<file path="src/rtl/mips_pkg.sv">
// mips_pkg: shared constants and types for the MIPS pipeline stages.
package mips_pkg;
  localparam logic [31:0] NOP_WORD = 32'h0000_0000;
  localparam logic [31:0] RESET_PC = 32'h0000_0000;
  localparam int OPCODE_W = 6;
  localparam int FUNCT_W = 6;
  localparam int JUMP_INDEX_W = 26;
  typedef enum logic {RUN, HALTED} fetch_state_t;
endpackage

</file>
<file path="src/rtl/if_id_reg.sv">
// if_id_reg: IF/ID pipeline register; flush beats load, neither means hold.
module if_id_reg
  import mips_pkg::*;
#(
  parameter logic [31:0] NOP_WORD = mips_pkg::NOP_WORD
) (
  input  logic        clock,
  input  logic        reset_n,
  input  logic        load,
  input  logic        flush,
  input  logic [31:0] instruction,
  input  logic [31:0] pc_plus4,
  output logic [31:0] if_id_instruction,
  output logic [31:0] if_id_pc_plus4,
  output logic        if_id_valid
);
  always_ff @(posedge clock) begin
    if (!reset_n || flush) begin
      if_id_instruction <= NOP_WORD;
      if_id_pc_plus4 <= 32'd0;
      if_id_valid <= 1'b0;
    end else if (load) begin
      if_id_instruction <= instruction;
      if_id_pc_plus4 <= pc_plus4;
      if_id_valid <= 1'b1;
    end
  end
endmodule

</file>
<file path="src/rtl/fetch_unit.sv">
// fetch_unit: PC, next-PC mux, RUN/HALTED FSM and IF/ID register of the fetch stage.
// FETCH_PERF_COUNTERS_EN adds the fetch_count and stall_count ports.
module fetch_unit
  import mips_pkg::*;
#(
  parameter logic [31:0] RESET_PC = mips_pkg::RESET_PC,
  parameter logic [31:0] NOP_WORD = mips_pkg::NOP_WORD
) (
  input  logic        clock,
  input  logic        reset_n,
  input  logic        stall,
  input  logic        branch_taken,
  input  logic [31:0] branch_target,
  input  logic        jump,
  input  logic [25:0] jump_index,
  input  logic        halt,
  input  logic [31:0] instruction,
  output logic [31:0] read_address,
  output logic [31:0] if_id_instruction,
  output logic [31:0] if_id_pc_plus4,
  output logic        if_id_valid,
  output logic        fetch_misaligned
`ifdef FETCH_PERF_COUNTERS_EN
  ,
  output logic [31:0] fetch_count,
  output logic [31:0] stall_count
`endif
);
  fetch_state_t state, state_next;
  logic [31:0] pc, pc_next, pc_plus4, target;
  logic run, redirect, load, flush, misaligned_next;
  always_ff @(posedge clock) begin
    if (!reset_n) begin
      state <= RUN;
      pc <= RESET_PC;
      fetch_misaligned <= 1'b0;
    end else begin
      state <= state_next;
      pc <= pc_next;
      fetch_misaligned <= misaligned_next;
    end
  end
  // Jump outranks branch, so a misaligned branch under a jump is not reported.
  always_comb begin
    run = state == RUN;
    state_next = (run && halt) ? HALTED : state;
    redirect = run && (jump || branch_taken);
    target = jump ? {if_id_pc_plus4[31:28], jump_index, 2'b00} : {branch_target[31:2], 2'b00};
    misaligned_next = run && !jump && branch_taken && (branch_target[1:0] != 2'b00);
    pc_plus4 = pc + 32'd4;
    load = run && !redirect && !stall;
    flush = !run || redirect;
    pc_next = redirect ? target : load ? pc_plus4 : pc;
  end
  assign read_address = pc;
  if_id_reg #(.NOP_WORD(NOP_WORD)) u_if_id (
    .clock(clock),
    .reset_n(reset_n),
    .load(load),
    .flush(flush),
    .instruction(instruction),
    .pc_plus4(pc_plus4),
    .if_id_instruction(if_id_instruction),
    .if_id_pc_plus4(if_id_pc_plus4),
    .if_id_valid(if_id_valid)
  );
`ifdef FETCH_PERF_COUNTERS_EN
  always_ff @(posedge clock) begin
    if (!reset_n) begin
      fetch_count <= 32'd0;
      stall_count <= 32'd0;
    end else begin
      fetch_count <= fetch_count + {31'd0, load};
      stall_count <= stall_count + {31'd0, run && stall && !redirect};
    end
  end
`endif
endmodule

</file>
<file path="config.mk">
export PLATFORM = sky130hd
export DESIGN_NAME = fetch_unit
export DESIGN_NICKNAME = d
export VERILOG_FILES = /design/src/rtl/mips_pkg.sv /design/src/rtl/if_id_reg.sv /design/src/rtl/fetch_unit.sv
export SDC_FILE = /design/constraint.sdc
export NUM_CORES = 1
export LEC_CHECK = 0
export CORE_UTILIZATION = 44
export CTS_BUF_LIST = sky130_fd_sc_hd__clkbuf_8
export DETAILED_ROUTE_END_ITERATION = 16
export PLACE_DENSITY_LB_ADDON = 0.08
export SLEW_MARGIN = 30
export SYNTH_ARGS = -nofsm -noshare
export SYNTH_HDL_FRONTEND = slang
export SYNTH_SLANG_ARGS = --single-unit
export TNS_END_PERCENT = 10
</file>
<file path="constraint.sdc">
create_clock -name clock -period 2.3 [get_ports clock]
set_input_delay 0.345 -clock clock [delete_from_list [all_inputs] [get_ports clock]]
set_output_delay 0.345 -clock clock [all_outputs]
set_load 0.005 [all_outputs]
</file>
# Word level (Yosys, flattened, before mapping)
# Cells that the tools add are included.
[op_classes]
n_addsub = 1
n_mux = 3
n_bitwise = 1
reduce_logical = 16
[ops]
columns = ["cell", "count"]
rows = [
  ["32-bit two-way mux", 3],
  ["32-bit by 3-bit adder with 32-bit output, second input constant", 1],
  ["1-bit logical AND", 7],
  ["1-bit zero test", 4],
  ["2-bit nonzero test", 2],
  ["1-bit logical OR", 3],
  ["1-bit NOT", 1],
]
[totals]
regBits = 99
input_bits = 96
out_inout_bits = 98

# Logic depth before layout (Yosys ltp)
[logic_depth]
word_depth = 7
mapped_depth = 8
mapped_depth_nobuf = 6

# By module
# From an unflattened synthesis, not the netlist that was laid out.
[unflattened]
cells_unflattened = 591
area_unflattened_um2 = 5211.2
[modules_own_cells]
columns = ["module", "instances", "cells_each", "area_per_inst_um2", "seq_area_each_um2"]
rows = [
  ["fetch_unit", 1, 381, 2886.5, 640.6],
  ["if_id_reg", 1, 210, 2324.7, 1301.2],
]

# Worst setup path after synthesis
# OpenSTA, ideal clock, no wires.
[synth_path]
kind = "reg2reg"
start = "register pc[2] (netlist: read_address[2])"
end = "register pc[28] (netlist: read_address[28])"
setup_ps = 120
arrival_time_ps = 2061
t_required_ps = 2180
setup_slack_ps = 120
stages_incl_launch_ff = 8
path_buffers = 1
path_cell_list = "dfxtp_1 > ha_1 > and4_1 > buf_6 > nand4_4 > or4_4 > a21o_1 > a211o_1"
[synth_between]
elab_chain_len = 3
[synth_rtl]
columns = ["element", "line_no", "rtl"]
rows = [
  ["from (decl)", "fetch_unit.sv:30", "logic [31:0] pc, pc_next, pc_plus4, target;"],
  ["from (signal assigned)", "fetch_unit.sv:39", "pc <= pc_next;"],
  ["32-bit by 3-bit adder with 32-bit output", "fetch_unit.sv:50", "pc_plus4 = pc + 32'd4;"],
  ["32-bit two-way mux (2 in series)", "fetch_unit.sv:53", "pc_next = redirect ? target : load ? pc_plus4 : pc;"],
]
# Every way passes these cells. The select of a mux whose other input is x is not followed.
# A chain may end at the register's enable or synchronous reset.

# Worst setup path in the final report
[layout_path]
start = "register pc[7] (netlist: read_address[7])"
end = "register pc[28] (netlist: read_address[28])"
# Same word-level chain as after synthesis.

==> flow_metrics.tcl <==
set metrics [dict create \
    status "completed" \
    synth.most_common_cell "dfxtp_1" \
    cts.sinks 95 \
    cpPeakStageDelay_ns 0.54 \
    setup_violations 0 \
    maxCapViolations 0 \
    avgRoutedWirePerCell_um 17.2 \
    hpwl_um 10600 \
    max_freq_mhz 472 \
    hold_viol 0 \
    grt_use_total_pct 27.1 \
    postRouteAntennaNets 0 \
    synth_top_cell_by_area "dfxtp_1" \
    clockBufferDepth 2 \
    fill_cells 868 \
    clk_latency_ns 0.37 \
    power_mw 3.66 \
    startpoint_type "flop" \
    synth_edf_count 0 \
    slew_violations 0 \
    gp_congestion 0.884 \
    cts_root_buffer "clkbuf_8" \
    fin_worst_skew_ns 0.00833 \
    path_class "flop to flop" \
    post_cts_resized 0 \
    synth-seq-area-share_pct 41.1 \
    first_pass_iters 4 \
    drc 0 \
    synth_ff_type "dfxtp_1" \
    synthCells 505 \
    htreeDepth 3 \
    peakVddDrop_uv 267 \
    area_delta_synth_final_pct 52.6 \
    synth_seq_cells 95 \
    endpoint_kind "flop" \
    yosys.area.top_type_share_pct 41.1 \
    fp.dieH_um 105 \
    io_pins 194 \
    overflow 0 \
    cts_tree "yes" \
    die_area_um2 10900 \
    post-route-period-util_pct 92.1 \
    fin_cells 844 \
    dieWidth_um 105 \
    worstMarginPinSlew_ns 0.657 \
    grt_max_degree 36 \
    grt_pass1_vias 4617 \
    rsz0062_at_grt "false" \
    cp_max_fo 7 \
    antenna_cells 0 \
    antenna_found_initial 0 \
    final-seq-area_um2 1900 \
    multi_input_area_um2 2500 \
    start_util_pct 45.0 \
    synthTopCellsByCount "95 x dfxtp_1, 39 x nor2_1, 34 x a21oi_1" \
    synth_area_um2 4620 \
    drt_wl_total_um 14500 \
    dp_cells 828 \
    drtIter0Drc 198 \
    path_clk_slew_ns 0.09 \
    p_leak_nw 2.65 \
    critPathRequiredTime_ns 2.56 \
    core_um2 10300 \
    fin_nets 800 \
    layout-drive-gt1-share_pct 16.7 \
    netlist-cell-type-count 55 \
    vias 4676 \
    slowest_stage "or4_4" \
    crit_arrival_ns 2.38 \
    io_buffers 189 \
    vias_per_cell 5.54 \
    relSlewSlack_pct 56.1 \
    postSynth.asyncResetShare_pct 0 \
    powerDensity_nw_per_um2 519 \
    min_path_type "flop to flop" \
    yosysWarningCount 0 \
    tns_ns 0 \
    cts_hold_buf 0 \
    period_minus_slack_ns 2.12 \
    grt_pass1_wl_um 23700 \
    synth.avg_cell_area_um2 9.16 \
    post-cts-setup-buffers 0 \
    cp_cell_sequence "and4_1 -> nand4_4 -> or4_4 -> a21o_1 -> a211o_1" \
    cts_made_buffers 9 \
    row_count 37 \
    ys_top_cells_by_area "dfxtp_1 41%, o221a_2 7.8%, xor2_1 3.8%" \
]
cell families after synthesis:
kind of cell    count (synthesis)  share of synthesized area, %
xor+xnor                       31                          5.87
simple gates                  139                          16.1
fa+ha+maj                       1                         0.271
buf+inv                        57                          5.63
compound gates                151                          24.1
mux                            30                          6.87
flops                          95                          41.1
other cells                     1                        0.0811
metal layers:
layer  track usage [%]  vias up  wire length [um]
li1                  -     2270                 -
met1              35.6     2188              6500
met2              44.3      197              6710
met3              5.95       21              1090
met4              7.96        0               192
met5                 0        -                 0
state kept, by name, indices dropped and copies added (netlist names):
| register | cells |
|---|---|
| read_address | 30 |
| u_if_id.if_id_valid | 1 |
| fetch_misaligned | 1 |
| state | 1 |
| u_if_id.if_id_pc_plus4 | 30 |
| u_if_id.if_id_instruction | 32 |
worst max-delay path, delay by kind of cell, from the launching register on:
kind / cells / cell delay [ns]
AO/OA/AOI/OAI: 2 / 0.47
flip-flops: 1 / 0.47
AND/OR/NAND/NOR: 3 / 1.07
path summary, 6_finish.rpt:
| check | from | end | slack [ns] | depth (start not counted) |
|---|---|---|---|---|
| worst min register to register | u_if_id.if_id_pc_plus4[3] | u_if_id.if_id_pc_plus4[3] | 0.46 | 2 |
| worst min-delay path | u_if_id.if_id_pc_plus4[3] | u_if_id.if_id_pc_plus4[3] | 0.46 | 2 |
| worst max-delay path | read_address[7] | read_address[28] | 0.18 | 5 |
| worst max register to register | read_address[7] | read_address[28] | 0.18 | 5 |
placed cells by master (no fill, tap or decap), types with 16 or more instances in the layout:
master and instances:
nand2_1 29, o21ai_0 32, o221a_2 32, buf_4 43, nand3_1 17, xor2_1 20
mux2i_1 16, a21oi_1 34, clkdlybuf4s50_1 188, nor2_1 39, dfxtp_1 95
where the power goes:
| part | switching [mW] | internal (mW) |
|---|---|---|
| Combinational | 0.277 | 0.403 |
| Sequential | 0.0707 | 1.70 |
| Clock | 0.597 | 0.607 |
| Total | 0.944 | 2.71 |
layout make-up:
class | instances | area share, %
repair buffers | 234 | 31.9
flip-flops and latches | 95 | 27.0
multi-input cells | 356 | 35.4
clock inverters | 7 | 1.24
well taps | 136 | 2.41
clock buffers | 9 | 1.76
inverters | 7 | 0.372
per-stage QoR:
step | util (%) | instance area, um2 | hold slack (ns) | setup WS, ns
finish | 68.7 | 7060 | 0.464 | 0.181
global route | 68.7 | 7060 | 0.489 | 0.0290
CTS | 68.7 | 7060 | 0.467 | 0.158
detailed placement | 66.6 | 6840 | 0.454 | -0.0664
global placement | 66.6 | 6840 | 0.445 | -0.0207
floorplan | - | 4640 | 0.448 | 0.120
No activity file was read; power rests on OpenSTA's default activity.
